**config.mk**
```make
export PLATFORM = sky130hd
export DESIGN_NAME = vend_credit_ctrl_flat
export DESIGN_NICKNAME = d
export VERILOG_FILES = /design/src/rtl/vend_credit_ctrl_if.sv /design/src/rtl/vend_credit_ctrl.sv /design/src/flat_wrapper.sv
export SDC_FILE = /design/constraint.sdc
export NUM_CORES = 1
export LEC_CHECK = 0
export ABC_CLOCK_PERIOD_IN_PS = 2500
export BUFFER_PORTS_ARGS = -buffer_cell sky130_fd_sc_hd__buf_2
export CAP_MARGIN = 20
export CORE_AREA = 2 2 44 46
export CTS_CLUSTER_DIAMETER = 60
export DETAILED_ROUTE_END_ITERATION = 6
export DIE_AREA = 0 0 46 48
export HOLD_SLACK_MARGIN = 0.08
export PLACE_DENSITY = 0.73
export REMOVE_ABC_BUFFERS = 1
export SETUP_SLACK_MARGIN = 0.3
export SYNTH_ARGS = -nofsm -noshare
export SYNTH_HDL_FRONTEND = slang
export SYNTH_SLANG_ARGS = --single-unit
```
**constraint.sdc**
```tcl
create_clock -name CLK -period 2.5 [get_ports CLK]
set_clock_uncertainty 0.15 [all_clocks]
set_input_delay 0.125 -clock CLK [delete_from_list [all_inputs] [get_ports CLK]]
set_output_delay 0.125 -clock CLK [all_outputs]
set_load 0.01 [all_outputs]
```
**src/rtl/vend_credit_ctrl_if.sv**
```systemverilog
// Coin, vend and hopper signal bundle between the switch front end and vend_credit_ctrl.
// master drives coins/cancel/acks, slave (the controller) drives requests, pulses and status.
interface vend_credit_ctrl_if #(
  parameter int CREDIT_W = 4
);
  logic                quarter;
  logic                halfDollar;
  logic                dollar;
  logic                cancel;
  logic                vend_ack;
  logic                hopper_rdy;
  logic                vend_req;
  logic                coin_h_out;
  logic                coin_q_out;
  logic                reject;
  logic                fault;
  logic [CREDIT_W-1:0] credit;
  logic [1:0]          state;

  modport master (
    output quarter, halfDollar, dollar, cancel, vend_ack, hopper_rdy,
    input  vend_req, coin_h_out, coin_q_out, reject, fault, credit, state
  );

  modport slave (
    input  quarter, halfDollar, dollar, cancel, vend_ack, hopper_rdy,
    output vend_req, coin_h_out, coin_q_out, reject, fault, credit, state
  );
endinterface

```
**src/rtl/vend_credit_ctrl.sv**
```systemverilog
// Guffin vending credit/vend/change sequencer; VEND_TIMEOUT_EN adds a VEND wait limit with refund.
// All outputs registered (coin effect visible next cycle); vend waits on vend_ack, change stalls on hopper_rdy.
module vend_credit_ctrl #(
  parameter int PRICE_Q     = 6,
  parameter int CREDIT_W    = 4,
  parameter int TIMEOUT_CYC = 1000
) (
  input  logic              CLK,
  input  logic              RES,
  vend_credit_ctrl_if.slave bus
);

  typedef enum logic [1:0] {
    IDLE    = 2'd0,
    COLLECT = 2'd1,
    VEND    = 2'd2,
    CHANGE  = 2'd3
  } state_t;

  localparam logic [CREDIT_W-1:0] PRICE      = CREDIT_W'(PRICE_Q);
  localparam logic [CREDIT_W:0]   CREDIT_MAX = {1'b0, {CREDIT_W{1'b1}}};

  state_t              state_q, state_d;
  logic [CREDIT_W-1:0] credit_q, credit_d;
  logic                vend_req_q, vend_req_d;
  logic                coin_h_q, coin_h_d;
  logic                coin_q_q, coin_q_d;
  logic                reject_q, reject_d;
  logic                fault_q, fault_d;

  logic [2:0]          coin_vec;
  logic                coin_any;
  logic                coin_multi;
  logic                coin_ok;
  logic [CREDIT_W:0]   coin_val;
  logic [CREDIT_W:0]   credit_sum;
  logic                tmo_hit;

  assign coin_vec   = {bus.dollar, bus.halfDollar, bus.quarter};
  assign coin_any   = |coin_vec;
  // Clearing the lowest set bit leaves something only when two or more coins arrived together.
  assign coin_multi = (coin_vec & (coin_vec - 3'd1)) != 3'd0;

  always_comb begin
    coin_val = '0;
    case (coin_vec)
      3'b001:  coin_val = (CREDIT_W+1)'(1);
      3'b010:  coin_val = (CREDIT_W+1)'(2);
      3'b100:  coin_val = (CREDIT_W+1)'(4);
      default: coin_val = '0;
    endcase
  end

  assign credit_sum = {1'b0, credit_q} + coin_val;
  assign coin_ok    = coin_any && !coin_multi && (credit_sum <= CREDIT_MAX);

`ifdef VEND_TIMEOUT_EN
  localparam int CNT_W = $clog2(TIMEOUT_CYC + 1);

  logic [CNT_W-1:0] tmo_cnt_q, tmo_cnt_d;

  assign tmo_hit   = (tmo_cnt_q == CNT_W'(TIMEOUT_CYC - 1));
  // Zero on VEND entry, then counts each cycle spent waiting for the ack.
  assign tmo_cnt_d = (state_q == VEND && state_d == VEND) ? tmo_cnt_q + CNT_W'(1) : '0;

  always_ff @(posedge CLK or negedge RES) begin
    if (!RES) begin
      tmo_cnt_q <= '0;
    end else begin
      tmo_cnt_q <= tmo_cnt_d;
    end
  end
`else
  logic unused_tmo_cfg;

  assign tmo_hit        = 1'b0;
  assign unused_tmo_cfg = (TIMEOUT_CYC > 0);
`endif

  always_comb begin
    state_d    = state_q;
    credit_d   = credit_q;
    vend_req_d = 1'b0;
    coin_h_d   = 1'b0;
    coin_q_d   = 1'b0;
    reject_d   = 1'b0;
    fault_d    = 1'b0;

    case (state_q)
      IDLE: begin
        if (coin_ok) begin
          credit_d = credit_sum[CREDIT_W-1:0];
          state_d  = COLLECT;
        end else begin
          reject_d = coin_any;
        end
      end
      COLLECT: begin
        if (coin_ok) begin
          credit_d = credit_sum[CREDIT_W-1:0];
        end else begin
          reject_d = coin_any;
        end
        // Reaching the price beats a cancel seen in the same cycle.
        if (credit_q >= PRICE) begin
          state_d = VEND;
        end else if (bus.cancel) begin
          state_d = CHANGE;
        end
      end
      VEND: begin
        reject_d = coin_any;
        if (bus.vend_ack) begin
          credit_d = credit_q - PRICE;
          state_d  = (credit_d != '0) ? CHANGE : IDLE;
        end else if (tmo_hit) begin
          fault_d = 1'b1;
          state_d = CHANGE;
        end
      end
      CHANGE: begin
        reject_d = coin_any;
        if (credit_q == '0) begin
          state_d = IDLE;
        end else if (bus.hopper_rdy) begin
          if (credit_q >= CREDIT_W'(2)) begin
            coin_h_d = 1'b1;
            credit_d = credit_q - CREDIT_W'(2);
          end else begin
            coin_q_d = 1'b1;
            credit_d = '0;
          end
          if (credit_d == '0) begin
            state_d = IDLE;
          end
        end
      end
      default: state_d = IDLE;
    endcase

    vend_req_d = (state_d == VEND);
  end

  always_ff @(posedge CLK or negedge RES) begin
    if (!RES) begin
      state_q    <= IDLE;
      credit_q   <= '0;
      vend_req_q <= 1'b0;
      coin_h_q   <= 1'b0;
      coin_q_q   <= 1'b0;
      reject_q   <= 1'b0;
      fault_q    <= 1'b0;
    end else begin
      state_q    <= state_d;
      credit_q   <= credit_d;
      vend_req_q <= vend_req_d;
      coin_h_q   <= coin_h_d;
      coin_q_q   <= coin_q_d;
      reject_q   <= reject_d;
      fault_q    <= fault_d;
    end
  end

  assign bus.state      = state_q;
  assign bus.credit     = credit_q;
  assign bus.vend_req   = vend_req_q;
  assign bus.coin_h_out = coin_h_q;
  assign bus.coin_q_out = coin_q_q;
  assign bus.reject     = reject_q;
  assign bus.fault      = fault_q;

endmodule
```
**src/flat_wrapper.sv**
```systemverilog
// flat-port wrapper written by rule: the top's interface ports become plain ports
module vend_credit_ctrl_flat 
#(
  parameter int PRICE_Q     = 6,
  parameter int CREDIT_W    = 4,
  parameter int TIMEOUT_CYC = 1000
)
  (CLK, RES, bus_quarter, bus_halfDollar, bus_dollar, bus_cancel, bus_vend_ack, bus_hopper_rdy, bus_vend_req, bus_coin_h_out, bus_coin_q_out, bus_reject, bus_fault, bus_credit, bus_state);
  vend_credit_ctrl_if #(.CREDIT_W(CREDIT_W)) bus_i ();
  input  logic CLK;
  input  logic RES;
  input wire logic [$bits(bus_i.quarter)-1:0] bus_quarter;
  input wire logic [$bits(bus_i.halfDollar)-1:0] bus_halfDollar;
  input wire logic [$bits(bus_i.dollar)-1:0] bus_dollar;
  input wire logic [$bits(bus_i.cancel)-1:0] bus_cancel;
  input wire logic [$bits(bus_i.vend_ack)-1:0] bus_vend_ack;
  input wire logic [$bits(bus_i.hopper_rdy)-1:0] bus_hopper_rdy;
  output wire logic [$bits(bus_i.vend_req)-1:0] bus_vend_req;
  output wire logic [$bits(bus_i.coin_h_out)-1:0] bus_coin_h_out;
  output wire logic [$bits(bus_i.coin_q_out)-1:0] bus_coin_q_out;
  output wire logic [$bits(bus_i.reject)-1:0] bus_reject;
  output wire logic [$bits(bus_i.fault)-1:0] bus_fault;
  output wire logic [$bits(bus_i.credit)-1:0] bus_credit;
  output wire logic [$bits(bus_i.state)-1:0] bus_state;
  assign bus_i.quarter = bus_quarter;
  assign bus_i.halfDollar = bus_halfDollar;
  assign bus_i.dollar = bus_dollar;
  assign bus_i.cancel = bus_cancel;
  assign bus_i.vend_ack = bus_vend_ack;
  assign bus_i.hopper_rdy = bus_hopper_rdy;
  assign bus_vend_req = bus_i.vend_req;
  assign bus_coin_h_out = bus_i.coin_h_out;
  assign bus_coin_q_out = bus_i.coin_q_out;
  assign bus_reject = bus_i.reject;
  assign bus_fault = bus_i.fault;
  assign bus_credit = bus_i.credit;
  assign bus_state = bus_i.state;
  vend_credit_ctrl #(.PRICE_Q(PRICE_Q), .CREDIT_W(CREDIT_W), .TIMEOUT_CYC(TIMEOUT_CYC)) u_core (.CLK(CLK), .RES(RES), .bus(bus_i));
endmodule
```
==> metrics.yaml, run 1 <==
floorplanning:
  die_h_um: 48
  floorplan.core_area_sq_mm: 0.00169
  floorplan.die_area_sq_mm: 0.00221
  io-pin-count: 19
  die-width_um: 46
  rows: 15
  floorplan.initialDensity_pct: 47.0
worst_setup_path:
  crit_path_start: "u_core.bus.credit[1]"
  reg2reg_depth: 6
  critical_path_required_ns: 2.52
  end_kind: "flop"
  worstReg2RegEnd: "u_core.bus.credit[3]"
  timing.reg2reg.setup_slack_ns: 0.29
  regToRegStartpoint: "u_core.bus.credit[1]"
  timing_worst_setup_path_type: "flop to flop"
  critPathArrivalTime_ns: 2.22
  cp-start-kind: "flop"
  critical_path.cell_chain: "buf_4 > fa_2 > nand3_2 > o211ai_1 > or4b_1 > a32o_1"
  slowest_delay_ns: 0.48
  cell_with_the_biggest_individual_delay_on_the_critical_path: "or4b_1"
  critical_path_peak_fanout: 5
yosys:
  largest_family_of_logic_cells_by_synthesized_area: "simple AND/OR/NAND/NOR gates"
  dominantRegCellSynth: "dfrtp_1"
  postSynthRegisterBits: 10
  synth_area_sq_um: 795
  synthSimpleGateAreaFrac_pct: 21.9
  synth-compound-area-share_pct: 20.5
  yosys_warnings: 0
  synth_cells: 86
  synth-adder-area-share_pct: 10.4
  post_synth_xor_area_fraction_pct: 4.41
  synth_area_leader_cell: "dfrtp_1"
  synth_edf_count: 0
  synth_largest_type_area_fraction_pct: 31.5
  synth_sequential_area_ratio_pct: 31.5
  ys_async_sr_fraction_pct: 100
  post_synth_main_area_contributors: "dfrtp_1 (31%), ha_1 (7.9%), a32o_1 (3.8%), mux2i_1 (3.8%), a21o_1 (3.8%)"
  netlist-cell-type-count: 40
  post_synth_mux_area_share_pct: 6.61
  synth_area_per_cell_sq_um: 9.24
global_route:
  grt-ovfl-total: 0
  grt_start_max_net_pins: 16
  initial_antenna_violation_count: 0
  vias_in_the_first_global_route: 725
  grt_first_pass_wirelength_mm: 3.27
  grt_util_all_layers_pct: 20.9
power:
  lkg_pwr_uw: 0.000527
  max-vdd-ir-drop_uv: 702
  power_density_mw_per_mm2: 1260
place:
  final_weighted_congestion_of_routability_driven_global_placement: 0.803
  place_hpwl_mm: 1.32
  buffer_ports.inserted: 17
  post-place-cells: 118
clocking:
  tritoncts: "yes"
  insertion_delay_ns: 0.27
  tritoncts.num_buffers: 3
  path_clk_slew_ns: 0.07
  clkSinkCount: 10
  clk_root_buffer_cell: "clkbuf_4"
  clock_tree.buffer_depth: 2
  cts.htree.levels: 1
detailed_routing:
  drcViolationCount: 0
  drt-vias-per-instance: 5.96
  drt_iter0_markers: 37
  detail_route.first_pass.iterations: 4
  ant_nets: 0
  wire_per_inst_um: 15.6
  dr_total_vias: 816
  drt_wl_total_mm: 2.14
job:
  max_cap_viol_count: 0
final_layout:
  antenna_cells_inserted: 0
  final-instance-count-excl-fill: 137
  post_route_cells_drive_above_1_share_pct: 35.8
  area_growth_pct: 39.7
  final_nets: 135
outcome:
  outcome: "finished clean"
sta:
  grt_setup_unrepaired: "yes"
  hold-worst-slack_ns: 0.0933
  max_slew.worst_pin.slew_ns: 0.517
  max_freq_mhz: 453
  final.period_utilization_pct: 88.4
  sum_of_negative_setup_slack_ns: 0
  drv_slew: 0
  layout_min_cycle_time_ns: 2.21
  setup_violating_endpoint_count_in_the_final_report: 0
  worst_slew_margin_rel_pct: 65.5
  report.final.hold_viol_count: 0
hold_path:
  min-delay-path-class: "primary input to async pin"
-- Yosys cell counts, drive strengths merged, types with 3 or more instances --
cell,instances
nand2,3
nor3,3
dfrtp,10
nor2,7
inv,4
nor3b,4
a32o,3
mux2i,3
a21o,4
o21ai,4
ha,5
-- layout by cell type, fill, tap and decap left out, types with 2 or more instances in the layout --
cell type / n
or3_1: 2
dfrtp_2: 2
a21o_1: 4
buf_4: 10
nor3b_1: 4
clkbuf_4: 3
nor2b_1: 2
nor3_1: 3
dfrtp_1: 8
a32o_1: 3
nor2_1: 7
o21ai_0: 3
a211o_1: 2
xor2_1: 2
a21oi_1: 2
xnor2_1: 2
inv_1: 3
ha_1: 2
buf_2: 17
dlygate4sd3_1: 7
nand2_1: 3
mux2i_1: 3
o211ai_1: 2
ha_2: 2
-- state kept, by name, summed over array words and instances (netlist names) --
name,flops
u_core.bus.coin_h_out,1
u_core.bus.coin_q_out,1
u_core.bus.credit,4
u_core.bus.reject,1
u_core.bus.state,2
u_core.bus.vend_req,1
-- final cells by class --
class | count | area [sq um]
sequential | 10 | 253
clock buffer | 4 | 36.3
multi-input combinational | 68 | 554
timing repair buffer | 34 | 230
tap | 17 | 21.3
inverter | 4 | 15.0
fill | 135 | 579
-- worst max-delay path, delay by kind of cell (launching register included) --
kind	cells	cell delay, ns
flops	1	0.44
compound gates	2	0.38
simple gates	2	0.57
fa+ha+maj	1	0.40
buf+inv	1	0.16
-- where the power goes --
part	switching (uW)	leakage, uW	internal [uW]
Clock	64.6	0.0000210	88.5
Sequential	124	0.000122	231
Combinational	437	0.000384	456
Total	625	0.000527	776
-- metrics by stage --
step	instance area, sq um	setup WS [ns]	total power, uW	utilization, %
3_5_place_dp	897	0.0721	1050	53.1
4_1_cts	1080	0.318	1330	64.0
2_1_floorplan	776	0.213	833	-
5_1_grt	1110	0.232	1510	65.7
3_3_place_gp	897	0.0938	1050	53.1
6_report	1110	0.291	1400	65.7
-- cells by family after synthesis --
| kind of cell | count (synthesis) |
|---|---|
| adders and majority gates | 6 |
| and+or+nand+nor | 30 |
| buffers and inverters | 8 |
| muxes | 5 |
| AOI/OAI and AO/OA | 22 |
| other | 1 |
| DFF | 10 |
| xor gates and xnor gates | 4 |
-- per-layer routing --
metal / up-vias / GRT usage, % / share of wire (%)
li1: 383 / - / -
met1: 386 / 27.6 / 43
met2: 45 / 34.2 / 50
met3: 2 / 4.15 / 5.7
met4: 0 / 6.86 / 0.56
met5: - / 0 / 0
-- worst max-delay path by stage --
stage                      endpoint  slack [ns]  cells after the start
5_1_grt        u_core.bus.credit[3]        0.23                      6
6_report       u_core.bus.credit[3]        0.29                      6
4_1_cts         u_core.bus.state[0]        0.32                      5
3_3_place_gp    u_core.bus.state[0]        0.09                      5
3_5_place_dp    u_core.bus.state[0]        0.07                      5
2_1_floorplan   u_core.bus.state[0]        0.21                      5
-- repair_timing --
action / CTS / global route
resized for setup: 4 / 6
gates cloned: 0 / 0
setup endpoints to repair: 3 / 4
setup buffers: 8 / 0
pin swaps: 1 / 1
hold endpoints to repair: 15 / 0
hold buffers: 7 / 0
Power figures use the tool's default switching activity.
==> inputs of run 2 (changes only) <==
- BUFFER_PORTS_ARGS: -buffer_cell sky130_fd_sc_hd__buf_2 -> not set
- DONT_BUFFER_PORTS: not set -> 1
- PLACE_DENSITY: 0.73 -> 0.64
==> run 2 against run 1 <==
Sequential power increased by 8.5%. Via count decreased by 4.4%. Core utilization decreased by 4.7 points. First-iteration DRC count unchanged. Total power decreased by 3.4%. Final cell count decreased by 11%. Worst setup slack improved by 0.031 ns. Global-route usage increased by 0.34 points. Register-to-register slack improved by 0.03 ns. Routed wire length decreased by 3.6%. Sequential share of layout area increased by 1.7 points. Clock-buffer cell count unchanged. Critical path type unchanged. Largest cell class unchanged. Largest power group unchanged. Highest routed layer unchanged.
==> metrics.yaml, run 2 (synthesis gave the netlist of run 1 again) <==
outcome:
  outcome: "finished clean"
clocking:
  clkSinkCount: 10  # unchanged
  insertion_delay_ns: 0.28  # about the same
  tritoncts: "yes"
  path_clk_slew_ns: 0.07  # about the same
  cts.htree.levels: 1  # unchanged
  tritoncts.num_buffers: 3  # unchanged
  clk_root_buffer_cell: "clkbuf_4"
  clock_tree.buffer_depth: 2  # unchanged
worst_setup_path:
  timing_worst_setup_path_type: "flop to flop"
  cell_with_the_biggest_individual_delay_on_the_critical_path: "or4b_1"
  slowest_delay_ns: 0.49  # about the same
  cp-start-kind: "flop"
  critical_path_required_ns: 2.52  # about the same
  critical_path_peak_fanout: 3  # -2
  critical_path.cell_chain: "ha_2 > fa_2 > nand3_1 > o211ai_1 > or4b_1 > a32o_1"
  critPathArrivalTime_ns: 2.20  # -0.02 ns
  end_kind: "flop"
place:
  buffer_ports.inserted: 0  # -17
  place_hpwl_mm: 1.35  # +1.9%
  final_weighted_congestion_of_routability_driven_global_placement: 0.800  # -0.39%
power:
  report.power.total_uw: 1350  # -3.4%
  power_density_mw_per_mm2: 1310  # +4.0%
  lkg_pwr_uw: 0.000468  # -11%
  max-vdd-ir-drop_uv: 531  # -24%
floorplanning:
  die_h_um: 48  # unchanged
  die-width_um: 46  # unchanged
  floorplan.core_area_sq_mm: 0.00169  # unchanged
  io-pin-count: 19  # unchanged
  floorplan.die_area_sq_mm: 0.00221  # unchanged
  rows: 15  # unchanged
  floorplan.initialDensity_pct: 47.0  # unchanged
global_route:
  grt_util_all_layers_pct: 21.2  # +0.34 points
  grt_start_max_net_pins: 16  # unchanged
  grt_first_pass_wirelength_mm: 3.23  # -1.3%
  grt-ovfl-total: 0  # unchanged
  vias_in_the_first_global_route: 716  # -1.2%
  initial_antenna_violation_count: 0  # unchanged
detailed_routing:
  ant_nets: 0  # unchanged
  detail_route.first_pass.iterations: 4  # unchanged
  wire_per_inst_um: 16.9  # +8.2%
  drcViolationCount: 0  # unchanged
  dr_total_vias: 780  # -4.4%
  drt_wl_total_mm: 2.06  # -3.6%
  drt-vias-per-instance: 6.39  # +7.3%
  drt_iter0_markers: 37  # unchanged
final_layout:
  final_util_pct: 61.0  # -4.7 points
  largest_reg_flops: 4  # unchanged
  leading_cell_type_in_the_layout_fill_and_taps_excluded: "buf_4"
  final_nets: 120  # -11%
  final_cell_mix: "buf_4 (12), dfrtp_1 (8), nor2_1 (7), dlygate4sd3_1 (7)"
  num-fill-cells: 153  # +13%
  post_route_cells_drive_above_1_share_pct: 26.7  # -9.2 points
  area_growth_pct: 29.8
  antenna_cells_inserted: 0  # unchanged
sta:
  sum_of_negative_setup_slack_ns: 0  # unchanged
  max_slew.worst_pin.slew_ns: 0.556  # +0.0395 ns
  layout_min_cycle_time_ns: 2.18  # -0.0311 ns
  grt_setup_unrepaired: "yes"
  max_freq_mhz: 459  # +1.4%
  worst_slew_margin_rel_pct: 62.9  # -2.6 points
  setup_violating_endpoint_count_in_the_final_report: 0  # unchanged
  final.period_utilization_pct: 87.1  # -1.2 points
  drv_slew: 0  # unchanged
  report.final.hold_viol_count: 0  # unchanged
job:
  max_cap_viol_count: 0  # unchanged
hold_path:
  min-delay-path-class: "primary input to async pin"
==> run 2: cell types whose count changed in the layout (fill, tap and decap cells not counted), sizes merged <==
cell / previous run / this run
buf: 27 / 12
==> run 2: final timing paths <==
path	from	endpoint	slack, ns	cells past startpoint
max in group asynchronous	RES	u_core.bus.credit[2]	1.79	1
worst max register to register	u_core.bus.credit[0]	u_core.bus.credit[3]	0.32	6
worst min register to register	u_core.bus.credit[0]	u_core.bus.credit[0]	0.56	3
worst min-delay path	RES	u_core.bus.coin_h_out	0.08	1
min in group CLK	bus_hopper_rdy	u_core.bus.state[1]	0.11	3
worst max-delay path	u_core.bus.credit[0]	u_core.bus.credit[3]	0.32	6
==> run 2: layout make-up <==
| cell class | count | area, sq um | area share, % |
|---|---|---|---|
| Tap cell | 17 | 21.3 | 2.06 |
| Inverter | 4 | 15.0 | 1.46 |
| Multi-Input combinational cell | 68 | 546 | 52.9 |
| Clock buffer | 4 | 36.3 | 3.52 |
| Sequential cell | 10 | 253 | 24.5 |
| Timing Repair Buffer | 19 | 160 | 15.5 |
==> run 2: critical path: cells and delay by family (launching register included) <==
| family | cells | cell delay, ns |
|---|---|---|
| and+or+nand+nor | 2 | 0.58 |
| adders and majority gates | 2 | 0.55 |
| AOI/OAI and AO/OA | 2 | 0.41 |
| DFF | 1 | 0.39 |
==> run 2: per-layer routing <==
metal / wire length [um] / up-vias / GRT usage, %
met1: 812 / 364 / 24.9
met3: 175 / 15 / 5.66
met4: 91 / 0 / 10.3
met5: 0 / - / 0
met2: 983 / 46 / 35.8
li1: - / 355 / -
==> run 2: what timing repair did <==
item	in CTS	in global routing
hold buffers	7	0
buffers inserted	4	4
setup endpoints to repair	2	3
gates resized for setup	5	5
endpoints found under the hold margin	17	0
pin swaps	0	2
==> run 2: where the power goes <==
group / internal, uW / switching (uW) / total, uW
registers: 232 / 153 / 385
logic: 437 / 379 / 816
clock network: 88.7 / 64.6 / 153
total: 758 / 596 / 1350
==> run 2: metrics by stage <==
stage	cell area (sq um)	worst slack, ns	hold slack (ns)	std cells
after floorplan	776	0.213	-0.321	82
after global placement	827	0.218	-0.320	103
after detailed placement	827	0.157	-0.320	103
after CTS	983	0.309	0.0895	118
after global routing	1030	0.196	0.121	122
final	1030	0.322	0.0761	122
==> inputs of run 3 (changes only) <==
- CORE_AREA: 2 2 44 46 -> 2 2 40 42
- DIE_AREA: 0 0 46 48 -> 0 0 42 44
- GPL_TIMING_DRIVEN: not set -> 0
- PLACE_DENSITY: 0.64 -> 0.75
==> run 3 against run 2 <==
Routed wire length grew 9.7%. Maximum frequency down 4.5%. Total power rose by 2.2%. Sequential power rose by 14%. Clock-buffer cell count is the same. Sequential share of layout area grew 0.58 points. Worst setup slack worse by 0.10 ns. Global-route usage grew 3.0 points. Clock power down 3%. Non-clock buffer count is 6 lower. Die area fell by 16%. Worst hold slack improved by 0.018 ns. Critical path type unchanged. Critical endpoint unchanged. Largest cell class unchanged. Largest power group unchanged. Highest routed layer unchanged.
==> metrics.yaml, run 3 (synthesis gave the netlist of run 1 again) <==
outcome:
  outcome: "finished clean"
worst_setup_path:
  timing.reg2reg.setup_slack_ns: 0.22  # -0.10 ns
  reg2reg_depth: 6  # unchanged
  critPathArrivalTime_ns: 2.29  # +0.09 ns
  cp-start-kind: "flop"
  critical_path_required_ns: 2.51  # about the same
  timing_worst_setup_path_type: "flop to flop"
  regToRegStartpoint: "u_core.bus.credit[0]"
  end_kind: "flop"
  critical_path_peak_fanout: 7  # +4
  worstReg2RegEnd: "u_core.bus.credit[3]"
sta:
  sum_of_negative_setup_slack_ns: 0  # unchanged
  drv_slew: 0  # unchanged
  grt_setup_unrepaired: "yes"
  max_slew.worst_pin.slew_ns: 0.543  # -0.0133 ns
  setup_violating_endpoint_count_in_the_final_report: 0  # unchanged
  final.period_utilization_pct: 91.2  # +4.1 points
  max_freq_mhz: 439  # -4.5%
  layout_min_cycle_time_ns: 2.28  # +0.102 ns
  hold-worst-slack_ns: 0.0938  # +0.0176 ns
  worst_slew_margin_rel_pct: 63.8  # +0.88 points
  report.final.hold_viol_count: 0  # unchanged
power:
  switching_share_pct: 47.8  # +3.8 points
  power_frac_comb_pct: 57.5  # -2.8 points
  cell_internal_pwr_uw: 722  # -4.7%
  seq_power_share_pct: 31.7  # +3.3 points
  switchingPower_uw: 661  # +11%
  report.power.total_uw: 1380  # +2.2%
  max-vdd-ir-drop_uv: 701  # +32%
  lkg_pwr_uw: 0.000436  # -6.8%
  power_density_mw_per_mm2: 1360  # +3.5%
  clock_power_share_pct: 10.7  # -0.6 points
floorplanning:
  floorplan.die_area_sq_mm: 0.00185  # -16%
  rows: 14  # -1
  floorplan.core_area_sq_mm: 0.00142  # -16%
  floorplan.initialDensity_pct: 56.0  # +9.0 points
  die-width_um: 42  # -8.7%
  io-pin-count: 19  # unchanged
  die_h_um: 44  # -8.3%
clocking:
  tritoncts.num_buffers: 3  # unchanged
  insertion_delay_ns: 0.27  # about the same
  clock_tree.buffer_depth: 2  # unchanged
  clkSinkCount: 10  # unchanged
  tritoncts: "yes"
  cts.htree.levels: 1  # unchanged
  path_clk_slew_ns: 0.08  # about the same
  clk_root_buffer_cell: "clkbuf_4"
detailed_routing:
  drcViolationCount: 0  # unchanged
  drt-vias-per-instance: 6.82  # +6.6%
  drt_wl_total_mm: 2.26  # +9.7%
  drt_iter0_markers: 27  # -27%
  ant_nets: 0  # unchanged
  wire_per_inst_um: 19.7  # +16%
  dr_total_vias: 784  # +0.51%
  detail_route.first_pass.iterations: 4  # unchanged
hold_path:
  min-delay-path-class: "primary input to async pin"
place:
  place_hpwl_mm: 1.25  # -7.0%
  buffer_ports.inserted: 0  # unchanged
  final_weighted_congestion_of_routability_driven_global_placement: 0.793  # -0.86%
  post-place-cells: 98  # -4.9%
global_route:
  vias_in_the_first_global_route: 741  # +3.5%
  grt_start_max_net_pins: 16  # unchanged
  initial_antenna_violation_count: 0  # unchanged
  grt_first_pass_wirelength_mm: 3.39  # +5.1%
  grt_util_all_layers_pct: 24.2  # +3.0 points
  grt-ovfl-total: 0  # unchanged
final_layout:
  final_nets: 114  # -5.0%
  post_route_cells_drive_above_1_share_pct: 26.3  # -0.40 points
  final_cell_mix: "nor2_1 (7), dlygate4sd3_1 (7), dfrtp_1 (6)"
  area_growth_pct: 28.0
  largest_reg_flops: 4  # unchanged
  antenna_cells_inserted: 0  # unchanged
  final-instance-count-excl-fill: 115  # -5.7%
job:
  max_cap_viol_count: 0  # unchanged
## run 3: changes by cell type in the layout (fill, tap and decap cells not counted), sizes merged
cell and delta:
buf -6
## run 3: cell type report
cell class,count,area [sq um]
clock buffer,4,36.3
fill,85,402
inverter,4,15.0
multi-input combinational,68,583
sequential,10,255
tap,16,20.0
timing repair buffer,13,108
## run 3: critical path, stage by stage (launching register included)
cell      delay (ns)
dfrtp_2         0.50
ha_4            0.20
fa_2            0.34
nand3_2         0.08
o211ai_1        0.12
or4b_1          0.49
a32o_1          0.28
## run 3: metal layers
layer | track usage [%] | wire (um)
met3 | 3.33 | 186
met2 | 41.3 | 1100
met4 | 11.6 | 77
met5 | 0 | 0
met1 | 30.2 | 893
## run 3: worst max path at each step
stage	startpoint	endpoint	slack (ns)
6_report	u_core.bus.credit[0]	u_core.bus.credit[3]	0.22
5_1_grt	u_core.bus.credit[0]	u_core.bus.credit[3]	0.16
4_1_cts	u_core.bus.credit[0]	u_core.bus.credit[3]	0.19
3_5_place_dp	u_core.bus.credit[0]	u_core.bus.credit[3]	0.02
3_3_place_gp	u_core.bus.credit[1]	u_core.bus.state[0]	0.03
2_1_floorplan	u_core.bus.credit[1]	u_core.bus.state[0]	0.21
## run 3: repair_timing
| action | in CTS | in global routing |
|---|---|---|
| endpoints found under the setup margin | 7 | 4 |
| hold buffers | 7 | 0 |
| gates resized for setup | 9 | 9 |
| endpoints found under the hold margin | 16 | 0 |
| setup buffers | 3 | 3 |
| pin swaps | 3 | 3 |
## run 3: power by group through the flow
stage	sequential [uW]	clock, uW	combinational (uW)
finish	439	148	796
global route	452	158	848
CTS	422	147	635
detailed placement	424	0	543
global placement	427	0	527
floorplan	374	0	458
## run 3: per-stage QoR
stage / instance area [sq um] / worst slack, ns / utilization [%]
2_1_floorplan: 776 / 0.213 / -
3_3_place_gp: 796 / 0.0266 / 56.1
3_5_place_dp: 796 / 0.0185 / 56.1
4_1_cts: 956 / 0.190 / 67.4
5_1_grt: 1020 / 0.164 / 71.7
6_report: 1020 / 0.220 / 71.7
